## src/rtl/div_pkg.sv

```systemverilog
// Shared types and constants for the divider host sequencer.
package div_pkg;

  localparam int unsigned DEF_W         = 8;
  localparam int unsigned START_CNT_W   = 3;
  localparam int unsigned TIMEOUT_CNT_W = 10;

  typedef enum logic [2:0] {
    IDLE      = 3'd0,
    START     = 3'd1,
    WAIT_BUSY = 3'd2,
    WAIT_DONE = 3'd3,
    RESP      = 3'd4
  } state_t;

  localparam logic [1:0] ERR_OK = 2'b00;
  localparam logic [1:0] ERR_DZ = 2'b01;
  localparam logic [1:0] ERR_TO = 2'b10;

endpackage

```

## src/rtl/div_host_seq_if.sv

```systemverilog
// Operand stream, divider handshake and result stream of the divider host sequencer.
interface div_host_seq_if #(parameter int unsigned W = div_pkg::DEF_W);

  logic         in_valid;
  logic         in_ready;
  logic [W-1:0] in_dividend;
  logic [W-1:0] in_divisor;
  logic         div_start;
  logic [W-1:0] div_dividend;
  logic [W-1:0] div_divisor;
  logic         div_busy;
  logic         div_ready;
  logic [W-1:0] div_quot;
  logic [W-1:0] div_rem;
  logic         out_valid;
  logic         out_ready;
  logic [W-1:0] out_quot;
  logic [W-1:0] out_rem;
  logic [1:0]   out_err;
  logic         active;

  modport master (
    input  in_valid, in_dividend, in_divisor, div_busy, div_ready, div_quot, div_rem, out_ready,
    output in_ready, div_start, div_dividend, div_divisor, out_valid, out_quot, out_rem,
           out_err, active
  );

  modport slave (
    output in_valid, in_dividend, in_divisor, div_busy, div_ready, div_quot, div_rem, out_ready,
    input  in_ready, div_start, div_dividend, div_divisor, out_valid, out_quot, out_rem,
           out_err, active
  );

endinterface

```

## src/rtl/div_host_timer.sv

```systemverilog
// Loadable saturating up-counter; atLimit_c flags count >= limit.
module div_host_timer #(
  parameter int unsigned WIDTH = 10
) (
  input  logic             clk,
  input  logic             reset,
  input  logic             load,
  input  logic             en,
  input  logic [WIDTH-1:0] limit,
  output logic             atLimit_c
);

  logic [WIDTH-1:0] count;

  always_ff @(posedge clk) begin
    if (reset) begin
      count <= '0;
    end else if (load) begin
      count <= '0;
    end else if (en && (count != '1)) begin
      count <= count + WIDTH'(1);
    end
  end

  assign atLimit_c = (count >= limit);

endmodule

```

## src/rtl/div_host_seq.sv

```systemverilog
// Initiator side of the divider start/busy/ready handshake with zero-divisor and timeout detection.
module div_host_seq
  import div_pkg::*;
#(
  parameter int unsigned W         = DEF_W,
  parameter int unsigned START_LEN = 2,
  parameter int unsigned TIMEOUT   = 255
) (
  input logic            clk,
  input logic            reset,
  div_host_seq_if.master bus
);

  state_t       state, nextState;
  logic         inReady, nInReady;
  logic         divStart, nDivStart;
  logic [W-1:0] divDividend, nDivDividend;
  logic [W-1:0] divDivisor, nDivDivisor;
  logic         outValid, nOutValid;
  logic [W-1:0] outQuot, nOutQuot;
  logic [W-1:0] outRem, nOutRem;
  logic [1:0]   outErr, nOutErr;
  logic         activeReg;

  logic accept;
  logic inFlight;
  logic startDone;
  logic timeoutHit;

  assign accept   = (state == IDLE) && bus.in_valid;
  assign inFlight = (state == START) || (state == WAIT_BUSY) || (state == WAIT_DONE);

  div_host_timer #(.WIDTH(START_CNT_W)) startTimer (
    .clk       (clk),
    .reset     (reset),
    .load      (accept),
    .en        (state == START),
    .limit     (START_CNT_W'(START_LEN - 1)),
    .atLimit_c (startDone)
  );

  // Terminal on the TIMEOUT-th in-flight cycle, so the abort lands TIMEOUT cycles after start rises.
  div_host_timer #(.WIDTH(TIMEOUT_CNT_W)) timeoutTimer (
    .clk       (clk),
    .reset     (reset),
    .load      (accept),
    .en        (inFlight),
    .limit     (TIMEOUT_CNT_W'(TIMEOUT - 1)),
    .atLimit_c (timeoutHit)
  );

  always_ff @(posedge clk) begin
    if (reset) begin
      state       <= IDLE;
      inReady     <= 1'b1;
      divStart    <= 1'b0;
      divDividend <= '0;
      divDivisor  <= '0;
      outValid    <= 1'b0;
      outQuot     <= '0;
      outRem      <= '0;
      outErr      <= ERR_OK;
      activeReg   <= 1'b0;
    end else begin
      state       <= nextState;
      inReady     <= nInReady;
      divStart    <= nDivStart;
      divDividend <= nDivDividend;
      divDivisor  <= nDivDivisor;
      outValid    <= nOutValid;
      outQuot     <= nOutQuot;
      outRem      <= nOutRem;
      outErr      <= nOutErr;
      activeReg   <= (nextState != IDLE);
    end
  end

  always_comb begin
    nextState    = state;
    nInReady     = inReady;
    nDivStart    = divStart;
    nDivDividend = divDividend;
    nDivDivisor  = divDivisor;
    nOutValid    = outValid;
    nOutQuot     = outQuot;
    nOutRem      = outRem;
    nOutErr      = outErr;

    case (state)
      IDLE: begin
        nInReady = 1'b1;
        if (bus.in_valid) begin
          nInReady     = 1'b0;
          nDivDividend = bus.in_dividend;
          nDivDivisor  = bus.in_divisor;
          if (bus.in_divisor == '0) begin
            nextState = RESP;
            nOutValid = 1'b1;
            nOutQuot  = '1;
            nOutRem   = bus.in_dividend;
            nOutErr   = ERR_DZ;
          end else begin
            nextState = START;
            nDivStart = 1'b1;
          end
        end
      end
      START: begin
        if (timeoutHit) begin
          nextState = RESP;
          nDivStart = 1'b0;
          nOutValid = 1'b1;
          nOutQuot  = '0;
          nOutRem   = '0;
          nOutErr   = ERR_TO;
        end else if (startDone) begin
          nextState = WAIT_BUSY;
          nDivStart = 1'b0;
        end
      end
      WAIT_BUSY, WAIT_DONE: begin
        // A ready pulse beats a coinciding timeout; a short op may skip busy entirely.
        if (bus.div_ready) begin
          nextState = RESP;
          nOutValid = 1'b1;
          nOutQuot  = bus.div_quot;
          nOutRem   = bus.div_rem;
          nOutErr   = ERR_OK;
        end else if (timeoutHit) begin
          nextState = RESP;
          nOutValid = 1'b1;
          nOutQuot  = '0;
          nOutRem   = '0;
          nOutErr   = ERR_TO;
        end else if ((state == WAIT_BUSY) && bus.div_busy) begin
          nextState = WAIT_DONE;
        end
      end
      RESP: begin
        if (bus.out_ready) begin
          nextState = IDLE;
          nOutValid = 1'b0;
          nInReady  = 1'b1;
        end
      end
      default: begin
        nextState = IDLE;
        nInReady  = 1'b1;
        nDivStart = 1'b0;
        nOutValid = 1'b0;
      end
    endcase
  end

  assign bus.in_ready     = inReady;
  assign bus.div_start    = divStart;
  assign bus.div_dividend = divDividend;
  assign bus.div_divisor  = divDivisor;
  assign bus.out_valid    = outValid;
  assign bus.out_quot     = outQuot;
  assign bus.out_rem      = outRem;
  assign bus.out_err      = outErr;
  assign bus.active       = activeReg;

endmodule
```

## src/flat_wrapper.sv

```systemverilog
// flat-port wrapper written by rule: the top's interface ports become plain ports
module div_host_seq_flat import div_pkg::*;
#(
  parameter int unsigned W         = DEF_W,
  parameter int unsigned START_LEN = 2,
  parameter int unsigned TIMEOUT   = 255
)
  (clk, reset, bus_in_valid, bus_in_dividend, bus_in_divisor, bus_div_busy, bus_div_ready, bus_div_quot, bus_div_rem, bus_out_ready, bus_in_ready, bus_div_start, bus_div_dividend, bus_div_divisor, bus_out_valid, bus_out_quot, bus_out_rem, bus_out_err, bus_active);
  div_host_seq_if #(.W(W)) bus_i ();
  input logic clk;
  input logic reset;
  input wire logic [$bits(bus_i.in_valid)-1:0] bus_in_valid;
  input wire logic [$bits(bus_i.in_dividend)-1:0] bus_in_dividend;
  input wire logic [$bits(bus_i.in_divisor)-1:0] bus_in_divisor;
  input wire logic [$bits(bus_i.div_busy)-1:0] bus_div_busy;
  input wire logic [$bits(bus_i.div_ready)-1:0] bus_div_ready;
  input wire logic [$bits(bus_i.div_quot)-1:0] bus_div_quot;
  input wire logic [$bits(bus_i.div_rem)-1:0] bus_div_rem;
  input wire logic [$bits(bus_i.out_ready)-1:0] bus_out_ready;
  output wire logic [$bits(bus_i.in_ready)-1:0] bus_in_ready;
  output wire logic [$bits(bus_i.div_start)-1:0] bus_div_start;
  output wire logic [$bits(bus_i.div_dividend)-1:0] bus_div_dividend;
  output wire logic [$bits(bus_i.div_divisor)-1:0] bus_div_divisor;
  output wire logic [$bits(bus_i.out_valid)-1:0] bus_out_valid;
  output wire logic [$bits(bus_i.out_quot)-1:0] bus_out_quot;
  output wire logic [$bits(bus_i.out_rem)-1:0] bus_out_rem;
  output wire logic [$bits(bus_i.out_err)-1:0] bus_out_err;
  output wire logic [$bits(bus_i.active)-1:0] bus_active;
  assign bus_i.in_valid = bus_in_valid;
  assign bus_i.in_dividend = bus_in_dividend;
  assign bus_i.in_divisor = bus_in_divisor;
  assign bus_i.div_busy = bus_div_busy;
  assign bus_i.div_ready = bus_div_ready;
  assign bus_i.div_quot = bus_div_quot;
  assign bus_i.div_rem = bus_div_rem;
  assign bus_i.out_ready = bus_out_ready;
  assign bus_in_ready = bus_i.in_ready;
  assign bus_div_start = bus_i.div_start;
  assign bus_div_dividend = bus_i.div_dividend;
  assign bus_div_divisor = bus_i.div_divisor;
  assign bus_out_valid = bus_i.out_valid;
  assign bus_out_quot = bus_i.out_quot;
  assign bus_out_rem = bus_i.out_rem;
  assign bus_out_err = bus_i.out_err;
  assign bus_active = bus_i.active;
  div_host_seq #(.W(W), .START_LEN(START_LEN), .TIMEOUT(TIMEOUT)) u_core (.clk(clk), .reset(reset), .bus(bus_i));
endmodule
```

## config.mk

```make
export PLATFORM = sky130hd
export DESIGN_NAME = div_host_seq_flat
export DESIGN_NICKNAME = d
export VERILOG_FILES = /design/src/rtl/div_pkg.sv /design/src/rtl/div_host_seq_if.sv /design/src/rtl/div_host_timer.sv /design/src/rtl/div_host_seq.sv /design/src/flat_wrapper.sv
export SDC_FILE = /design/constraint.sdc
export NUM_CORES = 1
export LEC_CHECK = 0
export ABC_AREA = 1
export CAP_MARGIN = 10
export CORE_ASPECT_RATIO = 0.7
export CORE_MARGIN = 1.5
export CORE_UTILIZATION = 50
export DETAILED_ROUTE_END_ITERATION = 8
export HOLD_SLACK_MARGIN = 0.15
export PLACE_DENSITY = 0.79
export SYNTH_ARGS = -nofsm -noshare
export SYNTH_HDL_FRONTEND = slang
export SYNTH_HIERARCHICAL = 1
export SYNTH_SLANG_ARGS = --single-unit
export TNS_END_PERCENT = 10
```

## constraint.sdc

```tcl
create_clock -name clk -period 5.2 [get_ports clk]
set_input_delay 0.78 -clock clk [delete_from_list [all_inputs] [get_ports clk]]
set_output_delay 0.78 -clock clk [all_outputs]
set_load 0.03 [all_outputs]
```

==> results by group, run 1 <==
Critical path
  • Slowest stage delay, CP: 0.78 ns
  • Worst Setup SP: u_core/timeoutTimer/count[9]$_SDFFE_PP0P_
  • Crit-path max FO: 23
  • CP cell instances: ha_1 > nand2_1 > nor2_1 > nand3_1 > nand3_1 > clkinv_1 > nand2_1 > nand2_1 > nand3_1 > nand3_1 > nand3_1 > a21oi_1
  • Crit-path slowest cell: clkinv_1
  • Reg-to-reg setup timing slack: 2.00 ns
  • Most common cell on crit path: nand3_1
  • Critical path class: reg -> reg
  • Critical path capture point type: flop
  • Worst path arrival time: 3.40 ns
  • Worst R2R Start: u_core/timeoutTimer/count[9]$_SDFFE_PP0P_
  • Startpoint types: flop
  • WP data required: 5.40 ns

Timing
  • Fmax: 313 MHz
  • Final setup viols: 0
  • Slew headroom: 0.378
  • Final-report hold violation count: 0
  • Slew @ Worst Pin: 0.930 ns
  • Slew Viols, Final: 0
  • Setup TNS Final: 0 ns
  • RSZ-0062 raised after global routing: false
  • Clock skew: 0.00715 ns
  • Minimum clock period: 3.20 ns
  • Fin crit share: 0.615

Logic synthesis
  • Mapped cell area: 3500 um2
  • Compound-Gate Fraction of Synth Area: 0.0882
  • Count of unique library cells instantiated by Yosys: 33
  • Post-synthesis instance total: 560
  • Simple-gate share of the synthesized area: 0.411
  • Flops & latches, synth: 54
  • Top post-synthesis cells by count: 125 x nand2_1, 88 x nand3_1, 87 x nor2_1
  • Most common flop cell mapped by yosys: dfxtp_1
  • Number of synthesized flops with an enable pin: 0
  • Syn. warnings: 6
  • Synth async-reset ratio: 0
  • Synth Area in Adders: 0.0572
  • Yosys top cell by area: dfxtp_1
  • Top-count cell post-synth: nand2_1
  • Largest family of logic cells by synthesized area: simple AND/OR/NAND/NOR gates
  • XOR/XNOR Fraction of Synth Area: 0
  • Area contributors post-synth: dfxtp_1 31%, nand2_1 13%, nand3_1 13%
  • Post-synthesis sequential area ratio: 0.309
  • Synth top area share: 0.309
  • Multiplexer share of the synthesized area: 0
  • Synth Area per Inst: 6.25 um2

Pwr
  • Pwr Density: 341 nW/um2
  • Psw: 0.000621 W
  • Clock Power Share: 0.194
  • Switching Fraction: 0.415
  • Cell-internal power: 0.000876 W
  • Sequential share of power: 0.362
  • VDD IR max: 200 uV
  • Comb pwr share: 0.444
  • Pleak: 2.00 nW

Placement
  • Port Buffer Count: 75
  • GP Congestion: 0.924
  • DPL Wire Length: 6500 um

Worst hold path
  • Min-delay src: u_core/bus.in_ready$_SDFFE_PP1P_
  • Min-Delay Path Class: reg -> reg

CTS
  • Clock latency at the later pin of the worst-skew pair: 0.31 ns
  • CTS tree: built
  • CTS Buf Count: 5
  • Root Buffer: clkbuf_8
  • Clock sink count: 54
  • CTS clk-pin slew, worst paths: 0.11 ns
  • Clk buf depth: 2
  • CTS resizes: 0
  • H-tree levels: 2
  • # hold bufs at CTS: 0
  • Setup Buffers After CTS: 0

Floorplanning
  • CORE AREA: 6760 um2
  • Row cnt: 25
  • Initial core utilization: 0.518
  • Horiz. Die Dim: 103 um
  • Die area: 7520 um2
  • Top Ports: 76
  • Die Y-Extent: 73.0 um

Detailed routing
  • Via count: 3843
  • First-pass iteration count of the detailed router: 6
  • Final ANT Viol Nets: 0
  • Per-cell routed wire length: 13.0 um
  • DRT iter0 DRCs: 331
  • Final wirelength: 9460 um
  • Number of remaining DRC errors: 0
  • Via/cell ratio: 5.29

Status
  • Status: finished, final reports clean

GRT
  • Vias in the first global route: 3400
  • Global-route wire length before repair: 15400 um
  • Tot GR Track Use: 0.255
  • GR Overflow Total: 0
  • Largest net degree at the start of global routing: 40
  • Initial antenna violation count: 0

Layout
  • Fin nets: 685
  • Area Overhead vs Synth: 25.2%
  • Storage element area: 1080 um2
  • Multi-input gate area: 2000 um2
  • Post-layout util: 0.649
  • Filler cells: 629
  • Share of layout cells above drive strength 1: 0.0522
  • Ant. Diodes: 0

Job
  • Max-cap violations: 0
## sequential cells by signal, summed over array words and instances (netlist names), 2 cells and up
register and flops:
u_core/state 3, u_core/bus.out_rem 8, u_core/timeoutTimer/count 10, u_core/bus.div_dividend 8, u_core/startTimer/count 3, u_core/bus.div_divisor 8, u_core/bus.out_quot 8, u_core/bus.out_err 2
## critical path: cells and delay by family (launching register included)
kind | cells | cell delay (ns)
buffers and inverters | 1 | 0.78
flip-flops | 1 | 0.35
adder cells (fa/ha/maj) | 1 | 0.30
AND/OR/NAND/NOR | 9 | 1.56
AO/OA/AOI/OAI | 1 | 0.09
## final cells by class
type | instances | area share
clock buffer | 5 | 0.0157
clock inverter | 3 | 0.0103
inverter | 82 | 0.0708
multi-input combinational | 411 | 0.455
sequential | 54 | 0.247
tap | 94 | 0.0268
timing repair buffer | 77 | 0.175
## layer usage
metal,global-route usage,part of all wire,vias to the layer above
met4,0.0465,0.0079,0
met5,0,0,-
met3,0.0613,0.11,15
met2,0.407,0.43,202
li1,-,-,1900
met1,0.357,0.45,1726
## worst paths after layout
path                                              end  depth (start not counted)
setup / recovery  u_core/bus.out_quot[6]$_SDFFE_PP0P_                         12
hold / removal       u_core/bus.in_ready$_SDFFE_PP1P_                          2
setup reg to reg  u_core/bus.out_quot[6]$_SDFFE_PP0P_                         12
hold reg to reg      u_core/bus.in_ready$_SDFFE_PP1P_                          2
## kinds of logic after synthesis
logic type                 count (synthesis)
AOI/OAI and AO/OA                         59
adders and majority gates                 16
other                                      2
and+or+nand+nor                          323
DFF                                       54
buffers and inverters                    106
## placed cells by master (no fill, tap or decap)
cell,instances
inv_4,1
nand3_1,88
ha_1,16
inv_2,6
o21ai_0,19
nor2_4,3
nand3_2,1
nor2_8,1
inv_1,74
o2111ai_1,1
nor3_1,2
nand2_4,4
nand2_1,125
nor3_2,1
nor2_2,3
or2_2,1
clkbuf_8,5
o21a_1,1
a31oi_1,1
a21oi_2,1
a21oi_1,33
nand2_2,1
dfxtp_1,54
clkdlybuf4s50_1,75
bufinv_16,1
clkinv_1,1
buf_4,2
clkinvlp_4,2
nand3b_1,3
o21ai_1,2
conb_1,13
a22oi_1,1
nand4_1,3
nor2_1,87
## power groups by stage
| stage | Sequential (W) | Clock (W) | Combinational [W] |
|---|---|---|---|
| 2_1_floorplan | 0.000652 | 0 | 0.000342 |
| 3_3_place_gp | 0.000547 | 0 | 0.000640 |
| 3_5_place_dp | 0.000549 | 0 | 0.000654 |
| 4_1_cts | 0.000540 | 0.000299 | 0.000658 |
| 5_1_grt | 0.000551 | 0.000311 | 0.000729 |
| 6_report | 0.000541 | 0.000290 | 0.000665 |
## through the flow
step                hold WS, ns  total power, W  instance area [um2]  instances  setup slack [ns]
global placement          0.444         0.00119                 4270        718              2.26
CTS                       0.465         0.00150                 4380        726              2.06
finish                    0.460         0.00150                 4380        726              2.00
detailed placement        0.449         0.00120                 4270        718              2.09
global route              0.494         0.00159                 4380        726              1.78
floorplan                 0.486        0.000994                 3540        571              3.32
Power figures use the tool's default switching activity.
==> run 2: changes to the inputs <==
- CORE_UTILIZATION: 50 -> 46
- PLACE_DENSITY: 0.79 -> 0.76
- clock period: 5.2 -> 2.7 ns (I/O delays scaled with it)
==> results by group, run 2 (synthesis gave the netlist of run 1 again) <==
Layout
  • Max FFs per register: 10
  • Ant. Diodes: 0
  • Fin nets: 688
  • Most frequent cells in the layout: 125 x nand2_1, 88 x nand3_1, 87 x nor2_1
  • Area Overhead vs Synth: 25.4%
  • Biggest register: u_core/timeoutTimer/count
  • Most common cell after layout, fill and taps aside: nand2_1
  • Post-layout util: 0.600
  • Filler cells: 696
  • Share of layout cells above drive strength 1: 0.0567

Timing
  • RSZ-0062 raised after global routing: false
  • Final-report hold violation count: 0
  • Final setup viols: 0
  • Minimum clock period: 2.24 ns
  • Fin crit share: 0.829
  • Slew @ Worst Pin: 0.557 ns
  • Fmax: 447 MHz
  • Slew Viols, Final: 0
  • Clock skew: 0.00794 ns
  • Slew headroom: 0.626
  • Setup TNS Final: 0 ns

GRT
  • Tot GR Track Use: 0.240
  • Global-route wire length before repair: 16100 um
  • Initial antenna violation count: 0
  • Vias in the first global route: 3622
  • Largest net degree at the start of global routing: 39
  • GR Overflow Total: 0

CTS
  • H-tree levels: 2
  • Clock latency at the later pin of the worst-skew pair: 0.30 ns
  • Setup Buffers After CTS: 0
  • CTS clk-pin slew, worst paths: 0.11 ns
  • CTS tree: built
  • Clk buf depth: 2
  • Root Buffer: clkbuf_8
  • Clock sink count: 54
  • # hold bufs at CTS: 0
  • CTS resizes: 0
  • CTS Buf Count: 5

Worst hold path
  • Min-Delay Path Class: reg -> reg

Detailed routing
  • Via count: 3726
  • First-pass iteration count of the detailed router: 5
  • Per-cell routed wire length: 13.0 um
  • Final ANT Viol Nets: 0
  • DRT iter0 DRCs: 234
  • Via/cell ratio: 5.08
  • Number of remaining DRC errors: 0
  • Final wirelength: 9550 um

Pwr
  • Pleak: 2.01 nW
  • VDD IR max: 345 uV
  • Pwr Density: 637 nW/um2

Placement
  • Port Buffer Count: 75
  • DPL Wire Length: 6830 um
  • GP Congestion: 0.834

Floorplanning
  • Horiz. Die Dim: 107 um
  • Row cnt: 26
  • Die Y-Extent: 76 um
  • CORE AREA: 7320 um2
  • Top Ports: 76
  • Initial core utilization: 0.478
  • Die area: 8150 um2

Critical path
  • Reg-to-reg setup timing slack: 0.46 ns
  • Worst path arrival time: 2.43 ns
  • Crit-path max FO: 18
  • Startpoint types: flop
  • Worst Setup SP: u_core/timeoutTimer/count[9]$_SDFFE_PP0P_
  • Worst R2R Start: u_core/timeoutTimer/count[9]$_SDFFE_PP0P_
  • Worst Reg-to-Reg Cells: 12
  • End point of the critical path: u_core/bus.out_rem[1]$_SDFFE_PP0P_
  • WP data required: 2.89 ns
  • Worst reg2reg endpoint: u_core/bus.out_rem[1]$_SDFFE_PP0P_
  • Critical path capture point type: flop
  • Critical path class: reg -> reg

Job
  • Max-cap violations: 0

Status
  • Status: finished, final reports clean
-- run 2: stage by stage --
stage | worst slack (ns) | area [um2] | instances | total power [W] | hold slack [ns]
after detailed placement | 0.484 | 4300 | 725 | 0.00233 | 0.460
after CTS | 0.454 | 4390 | 733 | 0.00280 | 0.475
final | 0.461 | 4390 | 733 | 0.00280 | 0.478
after global placement | 0.581 | 4300 | 725 | 0.00229 | 0.443
after floorplan | 0.824 | 3540 | 571 | 0.00191 | 0.474
after global routing | 0.164 | 4390 | 733 | 0.00299 | 0.486
-- run 2: worst min path at each step --
stage                                             from                                 end  slack, ns  depth (start not counted)
detailed placement  u_core/bus.out_err[1]$_SDFFE_PP0P_  u_core/bus.out_err[1]$_SDFFE_PP0P_       0.46                          2
finish              u_core/bus.out_err[1]$_SDFFE_PP0P_  u_core/bus.out_err[1]$_SDFFE_PP0P_       0.48                          2
global route         u_core/bus.div_start$_SDFFE_PP0P_   u_core/bus.div_start$_SDFFE_PP0P_       0.49                          2
global placement      u_core/bus.in_ready$_SDFFE_PP1P_    u_core/bus.in_ready$_SDFFE_PP1P_       0.44                          2
floorplan                                        reset          u_core/state[0]$_SDFF_PP0_       0.47                          1
CTS                 u_core/bus.out_err[1]$_SDFFE_PP0P_  u_core/bus.out_err[1]$_SDFFE_PP0P_       0.48                          2
-- run 2: area by class of cell --
type / count / area (um2) / area share
multi-input combinational: 411 / 2000 / 0.454
sequential: 54 / 1080 / 0.246
timing repair buffer: 80 / 788 / 0.179
inverter: 82 / 310 / 0.0707
tap: 98 / 123 / 0.0279
clock buffer: 5 / 68.8 / 0.0157
clock inverter: 3 / 25.0 / 0.00570
-- run 2: worst max-delay path, stage by stage (launching register included) --
cell      delay (ns)
dfxtp_1         0.36
ha_1            0.31
nand2_1         0.07
nor2_1          0.13
nand3_1         0.09
nand3_1         0.11
clkinv_1        0.46
nand2_1         0.18
nand2_1         0.06
nand3_1         0.08
nand3_1         0.08
nand3_1         0.11
a21oi_1         0.08
-- run 2: where the power goes --
group | switching (W) | leakage [nW] | internal [W]
Combinational | 0.000797 | 1.53 | 0.000484
Clock | 0.000285 | 0.0447 | 0.000188
Sequential | 0.000114 | 0.443 | 0.000929
Total | 0.00120 | 2.01 | 0.00160
-- run 2: routing by layer --
layer,vias up,part of all wire,track usage
met5,-,0,0
met2,152,0.44,0.370
met3,9,0.091,0.0607
met4,0,0.0062,0.0760
met1,1667,0.47,0.327
li1,1898,-,-
==> run 3: changes to the inputs <==
- CORE_UTILIZATION: 46 -> 50
- PLACE_DENSITY: 0.76 -> 0.79
- clock period: 2.7 -> 2.34 ns (I/O delays scaled with it)
==> results by group, run 3 (synthesis gave the netlist of run 1 again) <==
GRT
  • Global-route wire length before repair: 15200 um
  • GR Overflow Total: 0
  • Tot GR Track Use: 0.256
  • Largest net degree at the start of global routing: 23
  • Initial antenna violation count: 0
  • Vias in the first global route: 3360

Timing
  • Hold Slack: 0.456 ns
  • Fmax: 498 MHz
  • Fin crit share: 0.859
  • Final-report hold violation count: 0
  • Setup TNS Final: 0 ns
  • Slew @ Worst Pin: 0.520 ns
  • Minimum clock period: 2.01 ns
  • Slew headroom: 0.653
  • Setup ws final: 0.331 ns
  • Final setup viols: 0
  • Slew Viols, Final: 0
  • Clock skew: 0.00654 ns
  • RSZ-0062 raised after global routing: false

Critical path
  • Crit-path slowest cell: dfxtp_1
  • Startpoint types: flop
  • Top delay family on crit path: simple AND/OR/NAND/NOR gates
  • Critical path class: reg -> reg
  • CP cell instances: ha_1 > a21oi_1 > o21a_1 > nand3_1 > clkinv_1 > buf_4 > nand2_1 > nand2_1 > nand3_1 > nand3_1 > nand3_1 > a21oi_1
  • Most common cell on crit path: nand3_1
  • Critical path capture point type: flop
  • Buffers & Inverters on Critical Path: 2
  • WP data required: 2.58 ns
  • Worst path arrival time: 2.25 ns
  • Crit-path max FO: 18
  • Slowest stage delay, CP: 0.38 ns

CTS
  • Clock latency at the later pin of the worst-skew pair: 0.31 ns
  • # hold bufs at CTS: 0
  • CTS clk-pin slew, worst paths: 0.10 ns
  • Clock sink count: 54
  • H-tree levels: 2
  • Root Buffer: clkbuf_8
  • CTS Buf Count: 5
  • CTS tree: built
  • Clk buf depth: 2
  • CTS resizes: 0
  • Setup Buffers After CTS: 0

Detailed routing
  • Per-cell routed wire length: 12.6 um
  • Final ANT Viol Nets: 0
  • DRT iter0 DRCs: 324
  • Via/cell ratio: 5.13
  • First-pass iteration count of the detailed router: 5
  • Number of remaining DRC errors: 0
  • Final wirelength: 9240 um
  • Via count: 3754

Layout
  • Max FFs per register: 10
  • Most common cell after layout, fill and taps aside: nand2_1
  • Share of layout cells above drive strength 1: 0.0611
  • Ant. Diodes: 0
  • Most frequent cells in the layout: 125 x nand2_1, 88 x nand3_1, 87 x nor2_1
  • Area Overhead vs Synth: 26.7%
  • Fin nets: 691
  • Biggest register: u_core/timeoutTimer/count
  • Non-Filler Cell Area, Final: 4440 um2

Floorplanning
  • Top Ports: 76
  • Row cnt: 25
  • CORE AREA: 6760 um2
  • Initial core utilization: 0.518
  • Die Y-Extent: 73.0 um
  • Die area: 7520 um2
  • Horiz. Die Dim: 103 um

Status
  • Status: finished, final reports clean

Placement
  • Area after DPL: 4330 um2
  • Port Buffer Count: 75
  • Worst slack, placed: 0.328 ns
  • DPL Wire Length: 6690 um
  • GP Congestion: 0.863

Pwr
  • Pleak: 2.04 nW
  • Total power: 0.00332 W
  • VDD IR max: 398 uV
  • Pwr Density: 748 nW/um2

Worst hold path
  • Min-Delay Path Class: reg -> reg

Job
  • Max-cap violations: 0
run 3: cell types whose count changed in the layout (fill, tap and decap cells not counted), sizes merged:
cell / previous run / this run
clkinvlp: 1 / 0
bufinv: 0 / 1
buf: 5 / 8
inv: 82 / 81
clkinv: 2 / 3
run 3: worst paths after layout:
kind | startpoint | endpoint | slack (ns) | depth (start not counted)
worst min register to register | u_core/bus.div_start$_SDFFE_PP0P_ | u_core/bus.div_start$_SDFFE_PP0P_ | 0.46 | 2
worst max register to register | u_core/timeoutTimer/count[9]$_SDFFE_PP0P_ | u_core/bus.out_rem[7]$_SDFFE_PP0P_ | 0.33 | 12
worst max-delay path | u_core/timeoutTimer/count[9]$_SDFFE_PP0P_ | u_core/bus.out_rem[7]$_SDFFE_PP0P_ | 0.33 | 12
worst min-delay path | u_core/bus.div_start$_SDFFE_PP0P_ | u_core/bus.div_start$_SDFFE_PP0P_ | 0.46 | 2
run 3: per-stage QoR:
step,instances,utilization
final,732,0.657
after global routing,732,0.657
after CTS,732,0.657
after detailed placement,724,0.641
after global placement,724,0.641
after floorplan,571,-
run 3: final cells by class:
class | instances | area [um2]
Clock buffer | 5 | 68.8
Inverter | 82 | 310
Fill cell | 606 | 2320
Tap cell | 94 | 118
Timing Repair Buffer | 83 | 823
Multi-Input combinational cell | 411 | 2000
Sequential cell | 54 | 1080
Clock inverter | 3 | 40.0
run 3: layer usage:
layer / vias up / part of all wire / global-route usage
li1: 1906 / - / -
met2: 160 / 0.42 / 0.406
met5: - / 0 / 0
met4: 0 / 0.0073 / 0.0631
met3: 12 / 0.10 / 0.0594
met1: 1676 / 0.47 / 0.354
run 3: report_power, final:
group	leakage (nW)	switching [W]	internal [W]	total, W
logic	1.54	0.000915	0.000571	0.00149
clock network	0.0579	0.000312	0.000316	0.000628
registers	0.443	0.000133	0.00107	0.00120
run 3: worst register-to-register path: cells and delay by family, from the launching register on:
| kind | cells | cell delay [ns] |
|---|---|---|
| flops | 1 | 0.38 |
| simple gates | 6 | 0.58 |
| fa+ha+maj | 1 | 0.25 |
| compound gates | 3 | 0.44 |
| buf+inv | 2 | 0.29 |
